`config.mk`:
```
export PLATFORM = sky130hd
export DESIGN_NAME = acc_mem_arbiter
export DESIGN_NICKNAME = d
export VERILOG_FILES = /design/src/rtl/acc_mem_pkg.sv /design/src/rtl/acc_mem_arbiter_rr_arbiter.sv /design/src/rtl/acc_mem_arbiter.sv
export SDC_FILE = /design/constraint.sdc
export NUM_CORES = 1
export LEC_CHECK = 0
export CORE_AREA = 2 2 522 524
export CTS_BUF_LIST = sky130_fd_sc_hd__clkbuf_8
export DETAILED_ROUTE_END_ITERATION = 10
export DIE_AREA = 0 0 524 526
export GPL_TIMING_DRIVEN = 0
export PLACE_DENSITY_LB_ADDON = 0.1
export SETUP_SLACK_MARGIN = 0.2
export SYNTH_ARGS = -nofsm -noshare
export SYNTH_HDL_FRONTEND = slang
export SYNTH_SLANG_ARGS = --single-unit
```
`constraint.sdc`:
```
create_clock -name clk -period 5.1 [get_ports clk]
set_input_delay 1.275 -clock clk [delete_from_list [all_inputs] [get_ports clk]]
set_output_delay 1.275 -clock clk [all_outputs]
set_load 0.01 [all_outputs]
```
`src/rtl/acc_mem_pkg.sv`:
```
// Shared types and default widths for the accelerator memory arbiter.
package acc_mem_pkg;

  localparam int DEF_ADDR_W    = 16;
  localparam int DEF_RD_DATA_W = 512;
  localparam int DEF_WR_DATA_W = 32;

  typedef enum logic [1:0] {
    ARB     = 2'd0,
    ISSUE   = 2'd1,
    RD_WAIT = 2'd2,
    RESP    = 2'd3
  } arb_state_t;

  typedef enum logic {
    OP_RD = 1'b0,
    OP_WR = 1'b1
  } op_t;

endpackage

```
`src/rtl/acc_mem_arbiter_rr_arbiter.sv`:
```
// Combinational round-robin pick: first requester after the last-granted index.
module rr_arbiter #(
  parameter int NUM_REQ = 4,
  parameter int IDX_W   = 2
) (
  input  logic [NUM_REQ-1:0] req,
  input  logic [IDX_W-1:0]   ptr,
  output logic [NUM_REQ-1:0] grant,
  output logic [IDX_W-1:0]   grant_idx,
  output logic               grant_any
);

  logic [IDX_W-1:0] idx_s;
  logic             hit_s;

  // Scan ptr+1 .. ptr+NUM_REQ (mod NUM_REQ); the first hit wins.
  always_comb begin
    grant     = '0;
    grant_idx = '0;
    grant_any = 1'b0;
    idx_s     = '0;
    hit_s     = 1'b0;
    for (int k = 1; k <= NUM_REQ; k++) begin
      idx_s          = IDX_W'((int'(ptr) + k) % NUM_REQ);
      hit_s          = req[idx_s] & ~grant_any;
      grant[idx_s]   = grant[idx_s] | hit_s;
      grant_idx      = hit_s ? idx_s : grant_idx;
      grant_any      = grant_any | hit_s;
    end
  end

endmodule

```
`src/rtl/acc_mem_arbiter.sv`:
```
// Round-robin arbiter of accelerator read/write requests onto one
// single-ported data memory; one transaction in flight at a time.
module acc_mem_arbiter
  import acc_mem_pkg::*;
#(
  parameter int NUM_REQ        = 4,
  parameter int ADDR_W         = DEF_ADDR_W,
  parameter int RD_DATA_W      = DEF_RD_DATA_W,
  parameter int WR_DATA_W      = DEF_WR_DATA_W,
  parameter int MEM_RD_LATENCY = 1
) (
  input  logic                           clk,
  input  logic                           rst_n,
  input  logic [NUM_REQ-1:0]             req_rd_en,
  input  logic [NUM_REQ*ADDR_W-1:0]      req_rd_addr,
  input  logic [NUM_REQ-1:0]             req_wr_en,
  input  logic [NUM_REQ*ADDR_W-1:0]      req_wr_addr,
  input  logic [NUM_REQ*WR_DATA_W-1:0]   req_wr_data,
  output logic [RD_DATA_W-1:0]           rd_data,
  output logic [NUM_REQ-1:0]             rd_valid,
  output logic [NUM_REQ-1:0]             wr_done,
  output logic                           mem_en,
  output logic                           mem_we,
  output logic [ADDR_W-1:0]              mem_addr,
  output logic [WR_DATA_W-1:0]           mem_wdata,
  input  logic [RD_DATA_W-1:0]           mem_rdata
);

  localparam int IDX_W = (NUM_REQ > 1) ? $clog2(NUM_REQ) : 1;
  localparam int CNT_W = $clog2(MEM_RD_LATENCY + 1);

  arb_state_t             state_r;
  arb_state_t             state_nxt_s;
  logic [IDX_W-1:0]       ptr_r;
  logic [IDX_W-1:0]       lat_port_r;
  op_t                    lat_op_r;
  logic [ADDR_W-1:0]      lat_addr_r;
  logic [WR_DATA_W-1:0]   lat_wdata_r;
  logic [CNT_W-1:0]       cnt_r;

  logic [RD_DATA_W-1:0]   rd_data_r;
  logic [NUM_REQ-1:0]     rd_valid_r;
  logic [NUM_REQ-1:0]     wr_done_r;
  logic                   mem_en_r;

  logic [NUM_REQ-1:0]     req_s;
  logic [NUM_REQ-1:0]     grant_s;
  logic [IDX_W-1:0]       grant_idx_s;
  logic                   grant_any_s;
  logic                   win_rd_s;
  logic [ADDR_W-1:0]      win_addr_s;
  logic [WR_DATA_W-1:0]   win_wdata_s;
  logic                   rd_done_s;
  logic                   mem_en_nxt_s;
  logic [NUM_REQ-1:0]     rsp_onehot_s;
  logic [NUM_REQ-1:0]     rd_valid_nxt_s;
  logic [NUM_REQ-1:0]     wr_done_nxt_s;

  assign req_s = req_rd_en | req_wr_en;

  rr_arbiter #(
    .NUM_REQ (NUM_REQ),
    .IDX_W   (IDX_W)
  ) u_rr (
    .req       (req_s),
    .ptr       (ptr_r),
    .grant     (grant_s),
    .grant_idx (grant_idx_s),
    .grant_any (grant_any_s)
  );

  // Winner's operands; a port holding both enables is served as a read first.
  always_comb begin
    win_rd_s    = 1'b0;
    win_addr_s  = '0;
    win_wdata_s = '0;
    for (int i = 0; i < NUM_REQ; i++) begin
      win_rd_s    = win_rd_s | (grant_s[i] & req_rd_en[i]);
      win_addr_s  = win_addr_s | ({ADDR_W{grant_s[i]}} &
                    (req_rd_en[i] ? req_rd_addr[i*ADDR_W +: ADDR_W]
                                  : req_wr_addr[i*ADDR_W +: ADDR_W]));
      win_wdata_s = win_wdata_s |
                    ({WR_DATA_W{grant_s[i]}} & req_wr_data[i*WR_DATA_W +: WR_DATA_W]);
    end
  end

  assign rd_done_s = (state_r == RD_WAIT) && (cnt_r == CNT_W'(MEM_RD_LATENCY));

  // State register.
  always_ff @(posedge clk) begin
    if (!rst_n) begin
      state_r <= ARB;
    end else begin
      state_r <= state_nxt_s;
    end
  end

  // Next-state logic.
  always_comb begin
    state_nxt_s = state_r;
    case (state_r)
      ARB:     state_nxt_s = grant_any_s ? ISSUE : ARB;
      ISSUE:   state_nxt_s = (lat_op_r == OP_RD) ? RD_WAIT : RESP;
      RD_WAIT: state_nxt_s = rd_done_s ? RESP : RD_WAIT;
      RESP:    state_nxt_s = ARB;
      default: state_nxt_s = ARB;
    endcase
  end

  // Next values of the registered outputs; responses go to the latched port only.
  always_comb begin
    mem_en_nxt_s   = (state_r == ARB) && grant_any_s;
    rsp_onehot_s   = NUM_REQ'(1'b1) << lat_port_r;
    rd_valid_nxt_s = '0;
    wr_done_nxt_s  = '0;
    case (state_r)
      ISSUE: begin
        if (lat_op_r == OP_WR) begin
          wr_done_nxt_s = rsp_onehot_s;
        end else begin
          wr_done_nxt_s = '0;
        end
      end
      RD_WAIT: begin
        if (rd_done_s) begin
          rd_valid_nxt_s = rsp_onehot_s;
        end else begin
          rd_valid_nxt_s = '0;
        end
      end
      default: begin
        rd_valid_nxt_s = '0;
        wr_done_nxt_s  = '0;
      end
    endcase
  end

  // Transaction latch, pointer, latency counter and output registers.
  always_ff @(posedge clk) begin
    if (!rst_n) begin
      ptr_r       <= IDX_W'(NUM_REQ - 1);
      lat_port_r  <= '0;
      lat_op_r    <= OP_RD;
      lat_addr_r  <= '0;
      lat_wdata_r <= '0;
      cnt_r       <= '0;
      rd_data_r   <= '0;
      rd_valid_r  <= '0;
      wr_done_r   <= '0;
      mem_en_r    <= 1'b0;
    end else begin
      mem_en_r   <= mem_en_nxt_s;
      rd_valid_r <= rd_valid_nxt_s;
      wr_done_r  <= wr_done_nxt_s;
      if (mem_en_nxt_s) begin
        ptr_r      <= grant_idx_s;
        lat_port_r <= grant_idx_s;
        lat_op_r   <= win_rd_s ? OP_RD : OP_WR;
        lat_addr_r <= win_addr_s;
        if (!win_rd_s) begin
          lat_wdata_r <= win_wdata_s;
        end
      end
      // cnt_r tracks cycles elapsed since the ISSUE cycle.
      if (state_r == ISSUE) begin
        cnt_r <= CNT_W'(1);
      end else if ((state_r == RD_WAIT) && !rd_done_s) begin
        cnt_r <= cnt_r + CNT_W'(1);
      end
      if (rd_done_s) begin
        rd_data_r <= mem_rdata;
      end
    end
  end

  assign rd_data   = rd_data_r;
  assign rd_valid  = rd_valid_r;
  assign wr_done   = wr_done_r;
  assign mem_en    = mem_en_r;
  assign mem_we    = (lat_op_r == OP_WR);
  assign mem_addr  = lat_addr_r;
  assign mem_wdata = lat_wdata_r;

endmodule

```
==> results by group <==
Status
  • Status: finished, final reports clean

STA
  • Slew @ Worst Pin: 1.31 ns
  • Setup-failing EPs final: 0
  • Fmax: 201 MHz
  • Skew final: 0.0463 ns
  • Final Hold Viols: 0
  • Worst setup margin: 0.123 ns
  • Slew margin rel.: 0.127
  • Final Max Slew Viols: 0
  • RSZ-0062 raised after global routing: no
  • Final worst path period share: 0.976
  • Fin crit period: 4.98 ns

CTS
  • H-tree levels: 4
  • CTS clk-pin slew, worst paths: 0.05 ns
  • Clock Tree Root: clkbuf_8
  • Worst-Skew Late Latency: a little under 0.9 ns
  • CTS buffer count: 147
  • CTS tree: done
  • CTS max path bufs: 4
  • # hold bufs at CTS: 0
  • # clock sinks: between 500 and 600

Drt
  • Vias per inst: between 3 and 4
  • Post-DRT Antenna Nets: 0
  • Routed WL: just under 200000 um
  • WL/cell: roughly 25 um
  • DRT iter0 DRCs: between 1000 and 1500
  • DR DRC count: 0
  • Vias: roughly 26000
  • DR pass1 iterations: 6

Placement
  • RePlAce Congestion: 0.801
  • Dpl cells: 7659
  • Pre-CTS WS: -1.21 ns
  • Hpwl dp: about 160000 um
  • IO Port Bufs: 1343

Cells and area
  • Syn-to-layout area delta: 95.6%
  • Cell Count, Final, Fillers Out: 7933
  • Layout cells sized above 1: 0.0772
  • Fillers: between 30000 and 40000
  • Layout Nets: just over 5000

Power
  • Worst VDD drop: 0.255 mV
  • Static Leakage: about 14 nW
  • PwrDens: 403 nW/um^2

Synth
  • Post-synth top area share: 0.526
  • EDFF count, synth: 0
  • Synthesized cell area: approximately 22000 um^2
  • Ys async rst share: 0
  • Sequential share of the synthesized area: 0.526
  • Syn nets: between 3000 and 4000
  • Synth Warn #: 0
  • Cell taking the most area after synthesis: dfxtp_1
  • Distinct cell type count after synthesis: 49
  • Post-Synthesis Cells: 2744
  • Top FF cell, synth: dfxtp_1
  • Mapped Avg Cell Area: approximately 8 um^2
  • Number of synthesized register bits: a little under 600
  • Largest cells by area after synthesis: dfxtp_1 (53%), nand2_1 (19%), a21oi_1 (12%)

Global routing
  • Vias in the first global route: 27400
  • Largest net degree at the start of global routing: 12
  • GRT Util Overall: 0.137
  • Global-route wire length before repair: ~260000 um
  • Grt ovf: 0
  • Initial antenna violation count: 95

Critical path
  • Crit Path Class: in -> reg
  • Crit. End Element: register
  • Critical R2R Launch: ptr_r[0]$_SDFFE_PN1P_
  • Worst Setup Start Kind: input port
  • Peak fanout along the critical path: 8
  • Critical Path AT: 5.69 ns
  • Crit. Startpoint: req_wr_en[2]
  • Worst EP required: 5.81 ns

Floorplan
  • Die W: ~520 um
  • Initial Util: 0.0814
  • Site row count: 191
  • Die Ht: about 530 um
  • Boundary Pins: ~1300
  • Die area: approximately 280000 um^2
  • Core area: 270000 um^2

Min path
  • Hold Path Class: reg -> reg
  • Hold wc startpoint: rd_data[371]$_SDFFE_PN0P_

Job
  • Max-cap viol count: 0
-- metal layers --
metal	track usage	wire length, um	vias to the layer above
li1	-	-	12300
met1	0.149	75600	12600
met2	0.239	96200	1194
met3	0.0616	20500	318
met4	0.0349	4610	50
met5	0	309	-
-- flip-flops by register name, summed over array words and instances (netlist names) --
register,cells
rd_data,512
mem_wdata,32
mem_addr,16
rd_valid,4
wr_done,4
lat_port_r,2
ptr_r,2
state_r,2
cnt_r,1
mem_en,1
mem_we,1
-- cells by family after synthesis --
family                   Yosys count  synth area share
AO/OA/AOI/OAI                    700             0.186
XOR/XNOR                           1          0.000399
AND/OR/NAND/NOR                 1142             0.199
multiplexers                      73            0.0399
flip-flops                       577             0.526
buffers and inverters            243            0.0444
adder cells (fa/ha/maj)            8           0.00456
-- critical path: stages --
cell	delay [ns]
clkdlybuf4s50_1	0.43
or2_4	0.27
mux4_2	0.55
buf_6	0.17
and3_1	0.21
a21o_1	0.16
mux4_2	0.60
o221ai_4	0.27
a311oi_4	0.16
or2_4	0.32
buf_8	0.14
buf_4	0.13
a222oi_1	0.79
a311oi_1	0.20
-- timing repair --
item / CTS / global route
pin swaps: 9 / 15
setup endpoints to repair: 49 / 32
setup buffers: 3 / 10
resized for setup: 36 / 30
-- final cells by class --
class	instances	area (um^2)	area share
Clock inverter	61	254	0.00591
Antenna cell	23	57.6	0.00134
Clock buffer	177	2440	0.0567
Timing Repair Buffer	1358	13600	0.316
Inverter	12	46.3	0.00108
Tap cell	3570	4470	0.104
Sequential cell	577	11600	0.269
Buffer	231	1010	0.0236
Multi-Input combinational cell	1924	9570	0.223
-- report_power, final --
| group | switching, W | total, W | internal, W |
|---|---|---|---|
| clock network | 0.00259 | 0.00568 | 0.00309 |
| logic | 0.00383 | 0.00643 | 0.00260 |
| registers | 0.000275 | 0.00520 | 0.00492 |
| total | 0.00669 | 0.0173 | 0.0106 |
-- worst paths after layout --
check	depth (start not counted)	slack (ns)	end
worst max register to register	16	0.27	mem_wdata[15]$_SDFFE_PN0P_
worst min-delay path	2	0.45	rd_data[371]$_SDFFE_PN0P_
worst min register to register	2	0.45	rd_data[371]$_SDFFE_PN0P_
worst max-delay path	14	0.12	mem_wdata[15]$_SDFFE_PN0P_
-- per-stage QoR --
step                power, W  TNS [ns]  cell area (um^2)  utilization  hold slack [ns]
floorplan            0.00801         0             22000            -            0.463
global placement      0.0115    -44.68             39900        0.148            0.442
detailed placement    0.0115    -44.41             39900        0.148            0.446
CTS                   0.0176         0             42800        0.159            0.454
global route          0.0184         0             43000        0.159            0.468
finish                0.0173         0             43000        0.159            0.449
-- synth_stat cells, types with 8 or more instances --
cell,count
nand2_1,1091
dfxtp_1,577
a21oi_1,519
clkbuf_1,207
mux2_2,66
a222oi_1,48
a311oi_1,33
a41oi_1,32
o21ai_0,27
a31oi_1,17
buf_2,15
nor2_1,13
nor3_1,11
inv_1,10
ha_1,8
-- layout by cell type, fill, tap and decap left out, types with 4 or more instances in the layout --
cell type,netlist,routed
a311oi_1,33,32
ha_1,8,7
clkinv_2,0,6
clkbuf_1,207,192
buf_2,15,13
mux4_2,5,5
buf_4,2,15
clkbuf_8,0,178
nor2_1,13,13
a222oi_1,48,48
a21oi_1,519,518
o211ai_1,4,4
clkinvlp_4,0,5
a31oi_1,17,17
nand3_1,7,7
clkbuf_2,0,8
or2_4,3,5
buf_8,0,4
o21ai_0,27,24
diode_2,0,23
buf_6,5,8
mux2_2,66,65
and2_1,6,5
nor3_1,11,11
a41oi_1,32,32
o21ai_2,1,4
dfxtp_1,577,575
inv_1,10,61
nand2_1,1091,1091
clkdlybuf4s50_1,0,1341
No activity file was read; power rests on OpenSTA's default activity.
